<file path="src/rtl/mac_serial_if.sv">
// rtl/mac_serial_if.sv - operand/result handshake bundle for the serial lane MAC
interface mac_serial_if #(
  parameter int ATTR_WIDTH = 24,
  parameter int ACC_WIDTH  = 20
);

  // operand side
  logic                  in_valid;
  logic                  in_ready;
  logic [ATTR_WIDTH-1:0] inputattr;
  logic [ATTR_WIDTH-1:0] inputcoeff;

  // result side
  logic                  out_valid;
  logic                  out_ready;
  logic [ACC_WIDTH-1:0]  acc;
  logic                  overflow;

  // the block that issues operands and consumes results
  modport master (
    output in_valid,
    output inputattr,
    output inputcoeff,
    output out_ready,
    input  in_ready,
    input  out_valid,
    input  acc,
    input  overflow
  );

  // the MAC itself
  modport slave (
    input  in_valid,
    input  inputattr,
    input  inputcoeff,
    input  out_ready,
    output in_ready,
    output out_valid,
    output acc,
    output overflow
  );

endinterface

</file>
<file path="src/rtl/mac_serial.sv">
// rtl/mac_serial.sv - lane-serial unsigned dot product of two packed words
module mac_serial #(
  parameter int ATTR_WIDTH = 24,
  parameter int LANE_WIDTH = 8,
  parameter int ACC_WIDTH  = 20,
  parameter int SATURATE   = 1
) (
  input logic        clk,
  input logic        rst,
  mac_serial_if.slave bus
);

  localparam int NUM_LANES  = ATTR_WIDTH / LANE_WIDTH;
  localparam int PROD_WIDTH = 2 * LANE_WIDTH;
  // enough headroom that the full sum of all lane products never wraps
  localparam int GROWTH     = PROD_WIDTH + $clog2(NUM_LANES + 1);
  localparam int SUM_WIDTH  = (GROWTH > ACC_WIDTH + 1) ? GROWTH : ACC_WIDTH + 1;
  localparam int IDX_WIDTH  = (NUM_LANES > 1) ? $clog2(NUM_LANES) : 1;
  localparam logic [IDX_WIDTH-1:0] LAST_LANE = IDX_WIDTH'(NUM_LANES - 1);

  typedef enum logic [1:0] {
    IDLE,
    MAC,
    HOLD
  } state_t;

  state_t                state;
  logic [ATTR_WIDTH-1:0] attr_q;
  logic [ATTR_WIDTH-1:0] coeff_q;
  logic [SUM_WIDTH-1:0]  sum_q;
  logic [IDX_WIDTH-1:0]  lane_q;

  logic                  in_ready_q;
  logic                  out_valid_q;
  logic                  overflow_q;
  logic [ACC_WIDTH-1:0]  acc_q;

  logic [ATTR_WIDTH-1:0] attr_shift;
  logic [ATTR_WIDTH-1:0] coeff_shift;
  logic [LANE_WIDTH-1:0] attr_lane;
  logic [LANE_WIDTH-1:0] coeff_lane;
  logic [PROD_WIDTH-1:0] product;
  logic [SUM_WIDTH-1:0]  sum_next;
  logic                  sum_over;
  logic [ACC_WIDTH-1:0]  result;

  assign bus.in_ready  = in_ready_q;
  assign bus.out_valid = out_valid_q;
  assign bus.acc       = acc_q;
  assign bus.overflow  = overflow_q;

  // current lane product, running sum and the value acc would take if this is the last lane
  always_comb begin
    attr_shift  = attr_q << (int'(lane_q) * LANE_WIDTH);
    coeff_shift = coeff_q << (int'(lane_q) * LANE_WIDTH);
    // lane 0 sits at the top of the word, so shifting left brings lane i to the top
    attr_lane   = attr_shift[ATTR_WIDTH-1 -: LANE_WIDTH];
    coeff_lane  = coeff_shift[ATTR_WIDTH-1 -: LANE_WIDTH];
    product     = PROD_WIDTH'(attr_lane) * PROD_WIDTH'(coeff_lane);
    sum_next    = sum_q + SUM_WIDTH'(product);
    sum_over    = |sum_next[SUM_WIDTH-1:ACC_WIDTH];
    if (sum_over && (SATURATE != 0)) begin
      result = '1;
    end else begin
      result = sum_next[ACC_WIDTH-1:0];
    end
  end

  // control FSM: accept in IDLE, one lane per cycle in MAC, present result in HOLD
  always_ff @(posedge clk) begin
    if (rst) begin
      state       <= IDLE;
      attr_q      <= '0;
      coeff_q     <= '0;
      sum_q       <= '0;
      lane_q      <= '0;
      acc_q       <= '0;
      overflow_q  <= 1'b0;
      out_valid_q <= 1'b0;
      in_ready_q  <= 1'b1;
    end else begin
      case (state)
        IDLE: begin
          if (bus.in_valid) begin
            attr_q     <= bus.inputattr;
            coeff_q    <= bus.inputcoeff;
            sum_q      <= '0;
            lane_q     <= '0;
            in_ready_q <= 1'b0;
            state      <= MAC;
          end
        end
        MAC: begin
          sum_q  <= sum_next;
          lane_q <= lane_q + IDX_WIDTH'(1);
          if (lane_q == LAST_LANE) begin
            acc_q       <= result;
            overflow_q  <= sum_over;
            out_valid_q <= 1'b1;
            state       <= HOLD;
          end
        end
        HOLD: begin
          // acc/overflow deliberately left alone so they persist until the next result
          if (bus.out_ready) begin
            out_valid_q <= 1'b0;
            in_ready_q  <= 1'b1;
            state       <= IDLE;
          end
        end
        default: begin
          out_valid_q <= 1'b0;
          in_ready_q  <= 1'b1;
          state       <= IDLE;
        end
      endcase
    end
  end

endmodule

</file>
<file path="src/flat_wrapper.sv">
// flat-port wrapper written by rule: the top's interface ports become plain ports
module mac_serial_flat 
#(
  parameter int ATTR_WIDTH = 24,
  parameter int LANE_WIDTH = 8,
  parameter int ACC_WIDTH  = 20,
  parameter int SATURATE   = 1
)
  (clk, rst, bus_in_valid, bus_inputattr, bus_inputcoeff, bus_out_ready, bus_in_ready, bus_out_valid, bus_acc, bus_overflow);
  mac_serial_if #(.ATTR_WIDTH(ATTR_WIDTH), .ACC_WIDTH(ACC_WIDTH)) bus_i ();
  input logic clk;
  input logic rst;
  input wire logic [$bits(bus_i.in_valid)-1:0] bus_in_valid;
  input wire logic [$bits(bus_i.inputattr)-1:0] bus_inputattr;
  input wire logic [$bits(bus_i.inputcoeff)-1:0] bus_inputcoeff;
  input wire logic [$bits(bus_i.out_ready)-1:0] bus_out_ready;
  output wire logic [$bits(bus_i.in_ready)-1:0] bus_in_ready;
  output wire logic [$bits(bus_i.out_valid)-1:0] bus_out_valid;
  output wire logic [$bits(bus_i.acc)-1:0] bus_acc;
  output wire logic [$bits(bus_i.overflow)-1:0] bus_overflow;
  assign bus_i.in_valid = bus_in_valid;
  assign bus_i.inputattr = bus_inputattr;
  assign bus_i.inputcoeff = bus_inputcoeff;
  assign bus_i.out_ready = bus_out_ready;
  assign bus_in_ready = bus_i.in_ready;
  assign bus_out_valid = bus_i.out_valid;
  assign bus_acc = bus_i.acc;
  assign bus_overflow = bus_i.overflow;
  mac_serial #(.ATTR_WIDTH(ATTR_WIDTH), .LANE_WIDTH(LANE_WIDTH), .ACC_WIDTH(ACC_WIDTH), .SATURATE(SATURATE)) u_core (.clk(clk), .rst(rst), .bus(bus_i));
endmodule
</file>
<file path="config.mk">
export PLATFORM = sky130hd
export DESIGN_NAME = mac_serial_flat
export DESIGN_NICKNAME = d
export VERILOG_FILES = /design/src/rtl/mac_serial_if.sv /design/src/rtl/mac_serial.sv /design/src/flat_wrapper.sv
export SDC_FILE = /design/constraint.sdc
export NUM_CORES = 1
export LEC_CHECK = 0
export CAP_MARGIN = 20
export CORE_ASPECT_RATIO = 1.1
export CORE_MARGIN = 2
export CORE_UTILIZATION = 59
export DETAILED_ROUTE_END_ITERATION = 8
export GPL_TIMING_DRIVEN = 0
export PLACE_DENSITY = 0.88
export SLEW_MARGIN = 20
export SYNTH_ARGS = -nofsm -noshare
export SYNTH_HDL_FRONTEND = slang
export SYNTH_SLANG_ARGS = --single-unit
</file>
<file path="constraint.sdc">
create_clock -name clk -period 11 [get_ports clk]
set_input_delay 2.75 -clock clk [delete_from_list [all_inputs] [get_ports clk]]
set_output_delay 2.75 -clock clk [all_outputs]
set_load 0.01 [all_outputs]
</file>
==> summary.txt <==
STA
  – Minimum clock period after layout: 6.12 ns
  – Max Clock Freq: 163 MHz
  – Final TNS setup: 0 ns
  – Max_slew headroom: 0.502
  – Final setup violation count: 0
  – Final Hold Vio Count: 0
  – Hold WS: roughly 0.45 ns
  – Clk_skew: 0.00717 ns
  – RSZ-0062 raised after global routing: no
  – Pins Over Slew Limit: 0
  – Final period utilization: 0.556
  – Worst slew pin tran: about 0.75 ns

Floorplan
  – Core Rows: 40
  – Initial core utilization: 0.613
  – Core Region: 0.0110 sq mm
  – IO Count: 75
  – Die height: 116 microns
  – DIE WIDTH: approximately 110 microns
  – Die area: 0.0123 sq mm

Finish
  – Layout cells sized above 1: 0.0543
  – Diode count: 0
  – Commonest non-fill, non-tap cell in the layout: nand2_1
  – Synth-to-Final Area Change: 18.3%
  – Fin nets: 1079
  – Commonest cells after routing, fill and taps aside: nand2_1, inv_1, a21oi_1

Run
  – Max Cap Viol: 0

Synthesis
  – Sequential share of the synthesized area: 0.285
  – YS warnings: 0
  – Mapped cell area: 0.00675 sq mm
  – Mapped Nets: 994
  – Syn_area_per_cell: 7.94 sq um
  – Number of flops mapped to enable cells by yosys: 0
  – Unique masters post-synth: 56
  – Ys async rst share: 0
  – Cell count after synthesis: 850
  – Yosys reg bits: between 90 and 100
  – Synth Flop Type: dfxtp_1

Clock tree
  – Worst-Skew Late Latency: 0.34 ns
  – CTS Buffer Depth: 2
  – CTS tree: done
  – CTS sink count: 96
  – Clock transition at the registers of the reported paths: 0.06 ns
  – CTS Root Cell: clkbuf_16
  – CTS Hold Buffers Added: 0
  – Post-CTS Repair Setup Buffers: 0
  – TritonCTS buffer count: 9
  – Gates resized, CTS repair: 0
  – Htree depth: 3

Hold path
  – Hold_sp: u_core.attr_q[18]
  – Hold crit path type: reg -> reg
  – Worst hold stages: 2

Worst setup path
  – Crit end category: register
  – CP bufs+invs: 5
  – Cell count of the worst reg-to-reg path: 20
  – CP Launch Type: register
  – Critical path class: reg -> reg
  – Critical path, cell by cell: buf_2 -> inv_1 -> nor2_2 -> buf_2 -> nand2_1 -> o21ai_1 -> nor2b_1 -> fa_1 -> fa_1 -> fa_1 -> inv_1 -> fa_1 -> inv_1 -> ha_1 -> a21oi_1 -> o211ai_1 -> and3_1 -> nor4_1 -> o21a_1 -> nor2_1
  – CP arrival: 6.33 ns
  – Largest delay contributor family on the critical path: adder cells
  – Critical Path Start: u_core.lane_q[0]
  – Worst path required time: 11.21 ns
  – Slowest cell on the critical path: nor4_1
  – Critical path depth: 20
  – Cell mode on critical path: fa_1
  – Worst-path fanout max: 10
  – Worst R2R Start: u_core.lane_q[0]
  – Crit-path max cell delay: 0.60 ns

Routing
  – Routed WL: 17.3 mm
  – Drt first pass iters: 5
  – DRT antenna net count: 0
  – Starting DRT DRC Count: 514
  – Vias: a little over 6000
  – Wire per inst: 15.9 microns
  – Vias per inst: 5.72
  – Drt drc: 0

Placed design
  – Gpl congestion: 0.916
  – I/O Buffers: 74
  – HPWL after DPL: 13.6 mm

Global route
  – Largest net degree at the start of global routing: 17
  – First-pass GRT wire length: 28.6 mm
  – Number of global-route vias before repair: 5957
  – Initial antenna violation count: 0
  – Global route overflow: 0
  – GRT Total Usage: 0.294

Power
  – Pwr per Cell Area: about 100 mW/mm^2
  – LEAKAGE: 3.44 nW
  – Max VDD drop: 0.109 mV

Status
  – Outcome: complete, no violations
stage by stage:
stage / area (sq um) / instances / setup WS, ns / total power, mW / utilization
floorplan: 6750 / 850 / 5.84 / 0.467 / -
global placement: 7670 / 1071 / 5.05 / 0.520 / 0.697
detailed placement: 7670 / 1071 / 4.97 / 0.524 / 0.697
CTS: 7980 / 1087 / 4.95 / 0.837 / 0.724
finish: 7980 / 1087 / 4.88 / 0.837 / 0.724
global route: 7980 / 1087 / 4.53 / 0.869 / 0.724
registers in the layout (all words and copies together) (netlist names):
register              cells
u_core.sum_q             21
u_core.bus.overflow       1
u_core.coeff_q           24
u_core.bus.out_valid      1
u_core.attr_q            24
u_core.state              2
u_core.lane_q             2
u_core.bus.in_ready       1
u_core.bus.acc           20
cell type report:
class	instances	area, sq um
Clock inverter	5	63.8
Timing Repair Buffer	74	741
Tap cell	147	184
Multi-Input combinational cell	600	4210
Fill cell	828	3030
Sequential cell	96	1920
Clock buffer	11	243
Inverter	105	394
Buffer	49	219
final timing paths:
kind	end	slack (ns)
worst max-delay path	u_core.sum_q[19]	4.88
worst min-delay path	u_core.attr_q[18]	0.45
worst max register to register	u_core.sum_q[19]	4.88
worst min register to register	u_core.attr_q[18]	0.45
kinds of logic (layout without fill, tap and decap cells):
kind of cell | count (synthesis) | count (layout) | share of synthesized area
adders and majority gates | 92 | 92 | 0.226
xor gates and xnor gates | 9 | 9 | 0.0128
AOI/OAI and AO/OA | 189 | 189 | 0.167
buffers and inverters | 154 | 244 | 0.0909
muxes | 18 | 18 | 0.0267
DFF | 96 | 96 | 0.285
and+or+nand+nor | 292 | 292 | 0.192
tightest hold or removal path, delay by kind of cell, from the launching register on:
| family | cells | cell delay (ns) |
|---|---|---|
| flip-flops | 1 | 0.31 |
| AND/OR/NAND/NOR | 1 | 0.05 |
| AO/OA/AOI/OAI | 1 | 0.05 |
Yosys cell counts, types with 2 or more instances:
cell type  number  area [sq um]
clkbuf_1       36           135
a31oi_1        17           106
or2_2           5          31.3
a2111oi_0       2          17.5
buf_2           7          35.0
xnor2_1         7          61.3
a21oi_2         3          26.3
o21ai_0        27           135
nor2_2          2          12.5
and3_1          3          18.8
nor2_1         68           255
nand4_1         7          43.8
a21o_1          4          30.0
nand3_1        23           115
and2_1          5          31.3
buf_6           2          22.5
a21oi_1       101           505
nor3_2          2          20.0
or3_1           3          18.8
nand2_1       144           541
buf_4           3          22.5
o21ai_1         6          30.0
o211ai_1        6          45.0
o22a_1          2          17.5
o21a_1          3          22.5
o31ai_1         3          22.5
nor3_1          3          15.0
mux2i_1        18           180
inv_1         105           394
ha_1           42           526
nor2b_1        10          62.6
o22ai_1         2          12.5
nand2b_1       12          75.1
dfxtp_1        96          1920
fa_1           50          1000
per-layer routing:
layer | GRT usage | vias to the layer above | wire length (microns)
li1 | - | 2940 | -
met1 | 0.394 | 2982 | 7400
met2 | 0.490 | 262 | 8350
met3 | 0.0525 | 32 | 1180
met4 | 0.0904 | 0 | 382
met5 | 0 | - | 0
power by group:
part / total [mW] / internal (mW) / leakage (nW) / switching [mW]
registers: 0.371 / 0.362 / 0.782 / 0.00881
logic: 0.149 / 0.0572 / 2.51 / 0.0920
clock network: 0.317 / 0.184 / 0.146 / 0.133
total: 0.837 / 0.603 / 3.44 / 0.233
Power figures use the tool's default switching activity.
